<file path="src/rtl/ysyx_25040105_mem_arbiter.sv">
// IFU/LSU to single memory port arbiter: one outstanding transaction, round-robin grant, response timeout.
// Latency: handshake -> resp_valid in 3 cycles min; req_ready only in IDLE, response held until owner's resp_ready.
module ysyx_25040105_mem_arbiter #(
  parameter int ADDR_W  = 32,
  parameter int DATA_W  = 32,
  parameter int TIMEOUT = 255
) (
  input  logic                clk,
  input  logic                rst,

  input  logic                ifu_req_valid,
  output logic                ifu_req_ready,
  input  logic [ADDR_W-1:0]   ifu_addr,
  output logic                ifu_resp_valid,
  input  logic                ifu_resp_ready,
  output logic [DATA_W-1:0]   ifu_rdata,
  output logic                ifu_resp_err,

  input  logic                lsu_req_valid,
  output logic                lsu_req_ready,
  input  logic [ADDR_W-1:0]   lsu_addr,
  input  logic                lsu_wen,
  input  logic [DATA_W-1:0]   lsu_wdata,
  input  logic [DATA_W/8-1:0] lsu_wmask,
  output logic                lsu_resp_valid,
  input  logic                lsu_resp_ready,
  output logic [DATA_W-1:0]   lsu_rdata,
  output logic                lsu_resp_err,

  output logic                mem_req_valid,
  input  logic                mem_req_ready,
  output logic [ADDR_W-1:0]   mem_addr,
  output logic                mem_wen,
  output logic [DATA_W-1:0]   mem_wdata,
  output logic [DATA_W/8-1:0] mem_wmask,
  input  logic                mem_resp_valid,
  output logic                mem_resp_ready,
  input  logic [DATA_W-1:0]   mem_rdata
);

  localparam int CNT_W = $clog2(TIMEOUT + 1);
  localparam logic [CNT_W-1:0] CNT_LAST = CNT_W'(TIMEOUT - 1);

  typedef enum logic [1:0] {
    IDLE,
    REQ,
    WAIT,
    RESP
  } state_t;

  state_t            state;
  state_t            state_nxt;
  logic              owner;       // 0 = IFU, 1 = LSU
  logic              last_grant;  // 0 = IFU, 1 = LSU
  logic [CNT_W-1:0]  cnt;
  logic [DATA_W-1:0] rdata_q;
  logic              err_q;

  logic grant_lsu;
  logic ifu_fire;
  logic lsu_fire;
  logic timeout_hit;
  logic owner_resp_ready;

  // On a tie the master that did not win last time gets the grant.
  always_comb begin
    grant_lsu = lsu_req_valid;
    if (ifu_req_valid && lsu_req_valid) begin
      grant_lsu = ~last_grant;
    end
  end

  assign ifu_req_ready    = (state == IDLE) && ifu_req_valid && !grant_lsu;
  assign lsu_req_ready    = (state == IDLE) && grant_lsu;
  assign ifu_fire         = ifu_req_valid && ifu_req_ready;
  assign lsu_fire         = lsu_req_valid && lsu_req_ready;
  assign timeout_hit      = (cnt == CNT_LAST);
  assign owner_resp_ready = owner ? lsu_resp_ready : ifu_resp_ready;

  assign ifu_rdata    = rdata_q;
  assign lsu_rdata    = rdata_q;
  assign ifu_resp_err = err_q;
  assign lsu_resp_err = err_q;

  always_comb begin
    state_nxt      = state;
    mem_req_valid  = 1'b0;
    mem_resp_ready = 1'b1;
    ifu_resp_valid = 1'b0;
    lsu_resp_valid = 1'b0;
    case (state)
      IDLE: begin
        if (ifu_fire || lsu_fire) begin
          state_nxt = REQ;
        end
      end
      REQ: begin
        mem_req_valid = 1'b1;
        if (timeout_hit) begin
          state_nxt = RESP;
        end else if (mem_req_ready) begin
          state_nxt = WAIT;
        end
      end
      WAIT: begin
        // A response on the last allowed cycle still counts as completion.
        if (mem_resp_valid || timeout_hit) begin
          state_nxt = RESP;
        end
      end
      RESP: begin
        mem_resp_ready = 1'b0;
        ifu_resp_valid = ~owner;
        lsu_resp_valid = owner;
        if (owner_resp_ready) begin
          state_nxt = IDLE;
        end
      end
      default: begin
        state_nxt = IDLE;
      end
    endcase
  end

  always_ff @(posedge clk or negedge rst) begin
    if (!rst) begin
      state      <= IDLE;
      owner      <= 1'b0;
      last_grant <= 1'b0;
      cnt        <= '0;
      mem_addr   <= '0;
      mem_wen    <= 1'b0;
      mem_wdata  <= '0;
      mem_wmask  <= '0;
      rdata_q    <= '0;
      err_q      <= 1'b0;
    end else begin
      state <= state_nxt;
      case (state)
        IDLE: begin
          cnt <= '0;
          if (lsu_fire) begin
            mem_addr   <= lsu_addr;
            mem_wen    <= lsu_wen;
            mem_wdata  <= lsu_wdata;
            mem_wmask  <= lsu_wmask;
            owner      <= 1'b1;
            last_grant <= 1'b1;
          end else if (ifu_fire) begin
            mem_addr   <= ifu_addr;
            mem_wen    <= 1'b0;
            mem_wdata  <= '0;
            mem_wmask  <= '0;
            owner      <= 1'b0;
            last_grant <= 1'b0;
          end
        end
        REQ: begin
          cnt <= cnt + CNT_W'(1);
          if (timeout_hit) begin
            rdata_q <= '0;
            err_q   <= 1'b1;
          end
        end
        WAIT: begin
          cnt <= cnt + CNT_W'(1);
          if (mem_resp_valid) begin
            rdata_q <= mem_rdata;
            err_q   <= 1'b0;
          end else if (timeout_hit) begin
            rdata_q <= '0;
            err_q   <= 1'b1;
          end
        end
        default: begin
          cnt <= '0;
        end
      endcase
    end
  end

endmodule

</file>
<file path="config.mk">
export PLATFORM = sky130hd
export DESIGN_NAME = ysyx_25040105_mem_arbiter
export DESIGN_NICKNAME = d
export VERILOG_FILES = /design/src/rtl/ysyx_25040105_mem_arbiter.sv
export SDC_FILE = /design/constraint.sdc
export NUM_CORES = 1
export LEC_CHECK = 0
export CORE_MARGIN = 8
export CORE_UTILIZATION = 38
export DETAILED_ROUTE_END_ITERATION = 16
export PLACE_DENSITY = 0.82
export SLEW_MARGIN = 20
export SYNTH_ARGS = -nofsm -noshare
export SYNTH_HDL_FRONTEND = slang
export SYNTH_SLANG_ARGS = --single-unit
</file>
<file path="constraint.sdc">
create_clock -name clk -period 1.8 [get_ports clk]
set_input_delay 0.45 -clock clk [delete_from_list [all_inputs] [get_ports clk]]
set_output_delay 0.45 -clock clk [all_outputs]
set_load 0.005 [all_outputs]
</file>
==> reports/metrics.yaml <==
floorplan.rows: 41
worstPathRequired_ns: 1.35
crit_path_max_fanout: 2
rsz0062_at_grt: "yes"
cts-hold-fix-buffers: 0
clock_latency_ns: 0.41
dr.pass1.iters: 4
diodes: 0
netlist_area_um2: 4876
final_common_cell: "clkdlybuf4s50_1"
clkTransAtPathRegs_ns: 0.05
place_ws_ns: -0.4654
grt_pass1_vias: 4626
status: "complete, but fails checks"
layoutNonFillerInstCount: 882
tightest_slew_ns: 0.3632
coreArea_um2: 12570
relSlewSlack: 0.7558
synth_cell_types: 35
wl_per_cell_um: 20.23
synth.largest_area_cell: "dfrtp_1"
pin_count: 282
max_freq_mhz: 520.2
drt_iter0_drc: 257
syn_inst: 402
setup_tns_ns: -0.5406
area_growth_pct: 81.55
fin_crit_sh: 1.068
vias: 4382
numClockSinks: 113
hold_viol_final: 0
dpl_cell_area_um2: 7809
drive_gt1_frac: 0.1662
routed_wl_mm: 17.84
start_util: 0.3880
synth.avg_cell_area_um2: 12.13
yosys-top-cells-area: "dfrtp_1 58%, a22o_1 12%, mux2i_1 6.8%"
hp-class: "input pin to asynchronous set/reset pin"
irDropWorstVdd_v: 0.0009161
setup_viol: 6
cts_buffers: 17
final_util: 0.7043
cp.arrival_ns: 1.47
drc: 0
hold_slack_ns: 0.03371
clockRootBuffer: "clkbuf_16"
grt_max_degree: 58
synth_top_area_frac: 0.5799
ys_seq_area_frac: 0.5799
cts_tree: "yes"
ant_nets: 0
timing.final.ws_setup_ns: -0.1222
final_area_um2: 8852
die-area_um2: 16710
cts_max_level: 4
hpwl_mm: 12.69
layout_common_cells: "259 x clkdlybuf4s50_1, 113 x dfrtp_1, 68 x a22o_1, 40 x buf_4, 36 x nand2_1"
cp-end-kind: "primary output"
ys_ff_latch: 113
cap_violations: 0
via_per_inst: 4.968
power.total_mw: 15.21
async_reset_ff_frac: 1.000
cts.path.max_buffers: 2
gp_congestion: 0.8028
violations: "setup timing"
synth_edf_count: 0
crit_type: "register to primary output"
die_y_um: 129.3
antenna_found_initial: 0
power_leakage_nw: 4.029
io_buffers: 281
powerDensity_nw_per_um2: 1718
synth_flop_cell: "dfrtp_1"
grt-ovfl-total: 0
syn_nets: 549
fin_nets: 844
cp-start-kind: "register"
dp.cells: 821
post-route-min-period_ns: 1.922
track_usage: 0.2055
clock_skew_ns: 0.01033
synth_warnings: 0
die_x_um: 129.3
finalMaxSlewViolations: 0
grt_pass1_wl_mm: 26.38
## power breakdown
group	leakage [nW]	internal [mW]	total (mW)	switching (mW)
Sequential	1.44	3.69	4.50	0.801
Clock	0.306	2.31	3.46	1.15
Combinational	2.28	4.56	7.25	2.69
Total	4.03	10.6	15.2	4.64
## sequential cells by signal, indices dropped and copies added (netlist names)
register      count
mem_wen           1
ifu_rdata        32
cnt               8
mem_wdata        32
last_grant        1
ifu_resp_err      1
state             2
mem_addr         32
mem_wmask         4
## kinds of logic (layout without fill, tap and decap cells)
kind of cell	Yosys count	in the layout	share of synthesized area
buffers and inverters	66	374	0.08648
AO/OA/AOI/OAI	114	114	0.1760
AND/OR/NAND/NOR	63	63	0.06133
XOR/XNOR	6	6	0.01078
multiplexers	34	34	0.07005
flip-flops	113	113	0.5799
adder cells (fa/ha/maj)	6	6	0.01540
## cell usage after synthesis, types with 2 or more instances
cell type,number
nand2_1,38
a22o_1,68
a21oi_1,2
clkbuf_1,8
nand3_1,4
and2_1,7
xnor2_1,5
buf_2,13
buf_6,3
dfrtp_1,113
ha_1,6
mux2i_1,33
o21ai_0,3
nor2b_1,4
o21ai_1,33
nor2_1,3
inv_1,6
buf_4,36
## routing by layer
metal,track usage,part of all wire,up-vias
met4,0.09330,0.034,0
met1,0.2250,0.38,2156
met2,0.3563,0.51,183
met5,0,0,-
met3,0.06615,0.082,42
li1,-,-,2001
## cell type report
cell class | instances | area, um^2
Fill cell | 851 | 3716
Timing Repair Buffer | 336 | 3432
Sequential cell | 113 | 2828
Multi-Input combinational cell | 223 | 1737
Clock buffer | 22 | 484.2
Tap cell | 172 | 215.2
Clock inverter | 10 | 131.4
Inverter | 6 | 25.02
## final timing paths
kind                       cells after the start          from       endpoint  slack (ns)
max in group asynchronous                      2           rst   mem_wdata[6]        1.48
hold reg to reg                                2  mem_addr[11]   mem_addr[11]        0.49
setup / recovery                               6      state[1]  ifu_req_ready       -0.12
hold / removal                                 2           rst  ifu_rdata[24]        0.03
min in group clk                               2  mem_addr[11]   mem_addr[11]        0.49
setup reg to reg                               8      state[1]       state[1]       -0.03
## worst max-delay path, stage by stage (launching register included)
cell and delay, ns:
dfrtp_1 0.41, inv_2 0.09, ha_4 0.15, buf_6 0.10, nand2_4 0.05, a21oi_2 0.13
buf_2 0.13
## what timing repair did
action	CTS	global route
setup endpoints to repair	42	97
gates cloned	2	1
resized for setup	48	25
pin swaps	2	4
buffers inserted	8	19
Power figures use the tool's default switching activity.
